===== src/rtl/stream_mux_rr.sv =====
// N-channel valid/ready stream multiplexer with a registered output stage.
// Fixed-select or round-robin arbitration; the rotation pointer is shared by both modes.
module stream_mux_rr #(
  parameter int WIDTH    = 4,
  parameter int CHANNELS = 4,
  localparam int SEL_W   = $clog2(CHANNELS)
) (
  input  logic                      clk,
  input  logic                      rst_n,
  input  logic                      mode,
  input  logic [SEL_W-1:0]          sel,
  input  logic [CHANNELS*WIDTH-1:0] in_data,
  input  logic [CHANNELS-1:0]       in_valid,
  output logic [CHANNELS-1:0]       in_ready,
  output logic [WIDTH-1:0]          out_data,
  output logic [SEL_W-1:0]          out_ch,
  output logic                      out_valid,
  input  logic                      out_ready
);

  logic [WIDTH-1:0]    out_data_r;
  logic [SEL_W-1:0]    out_ch_r;
  logic                out_valid_r;
  logic [SEL_W-1:0]    last_grant_r;

  logic                load_en_s;
  logic                sel_ok_s;
  logic                rr_found_s;
  logic [SEL_W-1:0]    rr_idx_s;
  logic [SEL_W-1:0]    probe_s;
  logic                hit_s;
  logic                cand_valid_s;
  logic [SEL_W-1:0]    cand_idx_s;
  logic                grant_s;
  logic [WIDTH-1:0]    sel_data_s;
  logic [CHANNELS-1:0] in_ready_s;

  assign load_en_s = !out_valid_r || out_ready;
  assign sel_ok_s  = (int'(sel) < CHANNELS);

  // Round-robin search: first valid channel after last_grant, wrapping back to last_grant.
  always_comb begin
    rr_found_s = 1'b0;
    rr_idx_s   = '0;
    probe_s    = '0;
    hit_s      = 1'b0;
    for (int k = 1; k <= CHANNELS; k++) begin
      probe_s    = SEL_W'((int'(last_grant_r) + k) % CHANNELS);
      hit_s      = !rr_found_s && in_valid[probe_s];
      rr_idx_s   = hit_s ? probe_s : rr_idx_s;
      rr_found_s = rr_found_s | hit_s;
    end
  end

  // Candidate selection by mode, and the grant qualified by output availability.
  always_comb begin
    cand_valid_s = 1'b0;
    cand_idx_s   = '0;
    if (mode) begin
      cand_valid_s = rr_found_s;
      cand_idx_s   = rr_idx_s;
    end else if (sel_ok_s) begin
      cand_valid_s = in_valid[sel];
      cand_idx_s   = sel;
    end else begin
      cand_valid_s = 1'b0;
      cand_idx_s   = '0;
    end
    grant_s = cand_valid_s && load_en_s && rst_n;
  end

  // One-hot ready and data select for the granted channel.
  always_comb begin
    in_ready_s = '0;
    sel_data_s = '0;
    for (int i = 0; i < CHANNELS; i++) begin
      in_ready_s[i] = grant_s && (cand_idx_s == SEL_W'(i));
      sel_data_s    = (cand_idx_s == SEL_W'(i)) ? in_data[i*WIDTH +: WIDTH] : sel_data_s;
    end
  end

  // Output register and rotation pointer; reset drops any held word.
  always_ff @(posedge clk or negedge rst_n) begin
    if (!rst_n) begin
      out_data_r   <= '0;
      out_ch_r     <= '0;
      out_valid_r  <= 1'b0;
      last_grant_r <= SEL_W'(CHANNELS - 1);
    end else if (grant_s) begin
      out_data_r   <= sel_data_s;
      out_ch_r     <= cand_idx_s;
      out_valid_r  <= 1'b1;
      last_grant_r <= cand_idx_s;
    end else if (out_ready) begin
      out_valid_r  <= 1'b0;
    end else begin
      out_valid_r  <= out_valid_r;
    end
  end

  assign in_ready  = in_ready_s;
  assign out_data  = out_data_r;
  assign out_ch    = out_ch_r;
  assign out_valid = out_valid_r;

endmodule


===== config.mk =====
export PLATFORM = sky130hd
export DESIGN_NAME = stream_mux_rr
export DESIGN_NICKNAME = d
export VERILOG_FILES = /design/src/rtl/stream_mux_rr.sv
export SDC_FILE = /design/constraint.sdc
export NUM_CORES = 1
export LEC_CHECK = 0
export CAP_MARGIN = 0
export CORE_MARGIN = 5
export CORE_UTILIZATION = 38
export DETAILED_ROUTE_END_ITERATION = 10
export GPL_TIMING_DRIVEN = 0
export PLACE_DENSITY = 0.77
export SETUP_SLACK_MARGIN = 0.4
export SYNTH_ARGS = -nofsm -noshare
export SYNTH_HDL_FRONTEND = slang
export SYNTH_SLANG_ARGS = --single-unit

===== constraint.sdc =====
create_clock -name clk -period 2.5 [get_ports clk]
set_clock_uncertainty 0.15 [all_clocks]
set_input_delay 0.375 -clock clk [delete_from_list [all_inputs] [get_ports clk]]
set_output_delay 0.375 -clock clk [all_outputs]
set_load 0.02 [all_outputs]

# Word level (Yosys, flattened, before mapping)
# Index checks and enable logic that the tools add are counted.
dict set report op_classes {
  add_sub_neg 4
  order_cmp 5
  eq_ne 3
  muxes 22
  bitwise_logic 3
  n_reduce_logical 16
}
# operator n
set op_table {}
lappend op_table {{$mux 4} 4}
lappend op_table {{$lt 2x3->1 const B} 5}
lappend op_table {{$bmux 1 s2} 5}
lappend op_table {{$mux 2} 5}
lappend op_table {{$logic_and 1x1->1} 9}
lappend op_table {{$mux 1} 8}
lappend op_table {{$add 2x1->2 const B} 2}
lappend op_table {{$add 2x2->2 const B} 2}
lappend op_table {{$eq 2x2->1 const B} 2}
lappend op_table {{$logic_not 1->1} 4}
lappend op_table {{$or 1x1->1} 3}
lappend op_table {{$eq 2x1->1 const B} 1}
lappend op_table {{$logic_not 2->1} 1}
lappend op_table {{$reduce_bool 2->1} 1}
lappend op_table {{$logic_or 1x1->1} 1}
dict set report word_totals {
  reg_bits 9
  elab_cells 57
}

# Longest topological paths before layout
dict set report logic_depth {
  depth_word 18
  depth_mapped 6
}

# Worst setup path after synthesis
# No wires, ideal clock.
dict set report synth_timing {
  path_kind {in2out}
  startpoint {input port mode}
  endpoint {output port in_ready[0]}
  arrival_ns 1.875
  required_ns 1.975
  path_slack_ns 0.100
  path_stages 5
  n_path_buf 1
  path_cell_list {clkbuf_1 -> nor4b_1 -> nor3_1 -> or2b_1 -> nor3_1}
}
dict set report synth_between {
  elab_chain_cells 4
}
# element line_no
set synth_lines {}
lappend synth_lines {{start: declaration} 10} ;# input logic mode,
lappend synth_lines {{$mux 1} 59} ;# if (mode) begin
lappend synth_lines {{$logic_and 1x1->1 (2 in series)} 69} ;# grant_s = cand_valid_s && load_en_s && rst_n;
lappend synth_lines {{$logic_and 1x1->1 (*)} 77} ;# in_ready_s[i] = grant_s && (cand_idx_s == SEL_W'(i));
lappend synth_lines {{end: declaration} 14} ;# output logic [CHANNELS-1:0] in_ready,
# Every way passes the cells marked *; elsewhere a longest branch is shown, timed or not.

# Worst setup path in the final report
dict set report layout_timing {
  startpoint {input port sel[1]}
  endpoint {output port in_ready[0]}
}
dict set report layout_between {
  elab_chain_cells 6
}
# element line_no
set layout_lines {}
lappend layout_lines {{start: declaration} 11} ;# input logic [SEL_W-1:0] sel,
lappend layout_lines {{$bmux 1 s2} 63} ;# cand_valid_s = in_valid[sel];
lappend layout_lines {{$mux 1 (implied by the code)} 63}
lappend layout_lines {{$mux 1} 59}
lappend layout_lines {{$logic_and 1x1->1 (2 in series)} 69}
lappend layout_lines {{$logic_and 1x1->1 (*)} 77}
# Every way passes the cells marked *; elsewhere a longest branch is shown, timed or not. The select of a mux whose other input is x is not followed.

==> flow_summary.toml <==
[clocking]
clkSlewWorstSetupHoldPaths_ps = 70
cts_root_buffer = "clkbuf_4"
cts_made_buffers = 3
clock_latency_ps = 260
cts_tree = "yes"
cts_sinks = 9
clockBufferDepth = 2
h-tree-depth = 1

[worst_hold_path]
hp-class = "primary input to asynchronous set/reset pin"

[power_and_ir_drop]
p_seq_share_pct = 26.1
ir_worst_vdd_uv = 462
p_per_area_mw_per_mm2 = 580
power_switching_w = 0.000338
p_int_w = 0.000537
clockPowerShare_pct = 13.2
p_leak_nw = 0.622
sw_frac_of_total_pct = 38.6
power_frac_comb_pct = 60.7

[die]
core.rowCount = 15
core_mm2 = 0.00176
die_y_um = 53.4
die_w_um = 53.4
boundaryPins = 37
dieArea_mm2 = 0.00286
start_util_pct = 40.6

[worst_setup_path]
startpoint = "sel[1]"
crit_arrival_ps = 1860
r2r_start = "last_grant_r[0]"
crit_path_start_kind = "primary input"
crit_type = "primary input to primary output"
reg2reg_slack_ps = 330
cp-end-kind = "primary output"
required_ps = 1980
critical_path.max_fanout = 5

[yosys]
synthAdderAreaFrac_pct = 0
dominantRegCellSynth = "dfrtp_1"
synth_area_um2 = 717
synthArstFlopShare_pct = 100
synthXorXnorAreaFrac_pct = 0
synth-edff-count = 0
synth_warnings = 0
synth.mux.area_fraction_pct = 11.2
synth_compound_area_share_pct = 21.1
synth_nets = 105
avgSynthCellArea_um2 = 9.08
synth_simple_gate_area_share_pct = 34.9
yosysTopAreaCell = "dfrtp_1"
synth_top_family_by_area = "simple AND/OR/NAND/NOR gates"
synth_top_area_share_pct = 24.4
ys_types = 32
ys_seq_elements = 9
synth_area_leaders = "dfrtp_1 24%, mux2i_1 11%, a211oi_1 8.4%"
synthCells = 79
yosysSeqAreaShare_pct = 31.8

[flow_run]
cap_violations = 0

[detailed_routing]
drt_first_pass_iters = 4
wirelength_um = 2710
drt_first_iter_violations = 10
vias = 897
wl_per_cell_um = 16.6
final_antenna_net_count = 0
routed_via_density = 5.50
drc = 0

[grt]
grt_pass1_vias = 948
antenna_found_initial = 0
grt_pass1_wl_um = 4150
grt.overflow.total = 0
grt_max_degree = 9
grt.total_usage_pct = 20.1

[sta]
setup_viol = 0
slew_headroom_pct = 75.1
max_freq_mhz = 419
worst_pin_slew_ps = 373
maxSlewViolCount = 0
finalCritPeriodShare_pct = 95.5
hold_viol = 0
finalSetupTns_ps = 0
hold_ws_ps = 46.2
rsz0062_at_grt = "yes"
post-route-min-period_ps = 2390
fin_ws_ps = 113

[placement]
dpl.hpwl_um = 1610
dpl_cell_area_mm2 = 0.00114
gp_congestion = 0.775
io_buffers = 35
post-place-ws_ps = -970

[status]
outcome = "finished, final reports clean"

[layout]
regArea_um2 = 228
antennaDiodeCount = 0
areaGrowthSynthToFinish_pct = 110
stdcell_area_mm2 = 0.00151
post-route-util_pct = 85.5
final_layout_size_suffix_gt1_share_pct = 51.4
fin_nets = 165
multi_input_area_um2 = 668
fill_cells = 105
==> area by class of cell <==
class	instances	area share, %
clock buffer	4	1.74
timing repair buffer	55	36.2
buffer	1	0.332
inverter	1	0.249
tap	25	2.07
sequential	9	15.1
multi-input combinational	68	44.3
==> placed cells by master (no fill, tap or decap), drive strengths merged, types with 2 or more instances in the layout <==
master	count
mux2i	8
buf	27
nand2	12
clkdlybuf4s15	2
a21oi	2
nor3b	5
nand2b	2
dfrtp	7
nor3	2
clkdlybuf4s50	24
dfstp	2
clkbuf	5
and3	2
or2	2
or2b	3
a211oi	9
nor2	8
o31a	2
o21ai	3
==> per-stage QoR <==
| step | power [W] | std cells |
|---|---|---|
| finish | 0.000875 | 163 |
| global placement | 0.000581 | 139 |
| CTS | 0.000843 | 161 |
| detailed placement | 0.000588 | 139 |
| floorplan | 0.000432 | 79 |
| global route | 0.000923 | 163 |
==> cell families (layout without fill, tap and decap cells) <==
logic type | count (synthesis) | count (layout)
simple gates | 42 | 42
compound gates | 18 | 18
flops | 9 | 9
mux | 8 | 8
buf+inv | 2 | 61
==> path summary, 6_finish.rpt <==
| check | to | cells past startpoint |
|---|---|---|
| setup / recovery | in_ready[0] | 7 |
| hold / removal | last_grant_r[1] | 1 |
| setup reg to reg | out_data[3] | 8 |
| hold reg to reg | out_ch[0] | 2 |
| max in group asynchronous | out_data[2] | 2 |
| min in group clk | out_ch[0] | 2 |
==> worst max-delay path: stages <==
cell,delay [ps]
clkdlybuf4s15_2,240
mux2i_2,180
nor4bb_4,360
nor3_2,80
or2b_4,290
nor3_4,190
buf_6,140
==> synth_stat cells, drive strengths merged (3+ instances only) <==
cell,instances
a211oi,9
dfrtp,7
mux2i,8
nand2,12
nor2,8
nor3b,5
o21ai,3
or2b,3
==> power groups by stage <==
stage               logic, W  clock network, W  registers, W
detailed placement  0.000358                 0      0.000230
global route        0.000563          0.000127      0.000234
floorplan           0.000165                 0      0.000268
global placement    0.000350                 0      0.000231
finish              0.000531          0.000115      0.000229
CTS                 0.000501          0.000116      0.000226
==> registers in the layout, summed over array words and instances (netlist names) <==
register      count
out_ch            2
out_valid         1
last_grant_r      2
out_data          4
==> metal layers <==
| layer | global-route usage, % | vias to the layer above | share of wire [%] |
|---|---|---|---|
| li1 | - | 412 | - |
| met1 | 21.9 | 426 | 38 |
| met2 | 36.5 | 50 | 51 |
| met3 | 4.79 | 9 | 8.2 |
| met4 | 8.09 | 0 | 2.5 |
| met5 | 0 | - | 0 |
==> timing repair <==
item                                   CTS  global route
gates resized for setup                 87             8
cloned                                   0             0
setup endpoints to repair               12             8
hold buffers                             1             0
pin swaps                               19             8
endpoints found under the hold margin    7             0
buffers inserted                        17             2
Power figures use the tool's default switching activity.
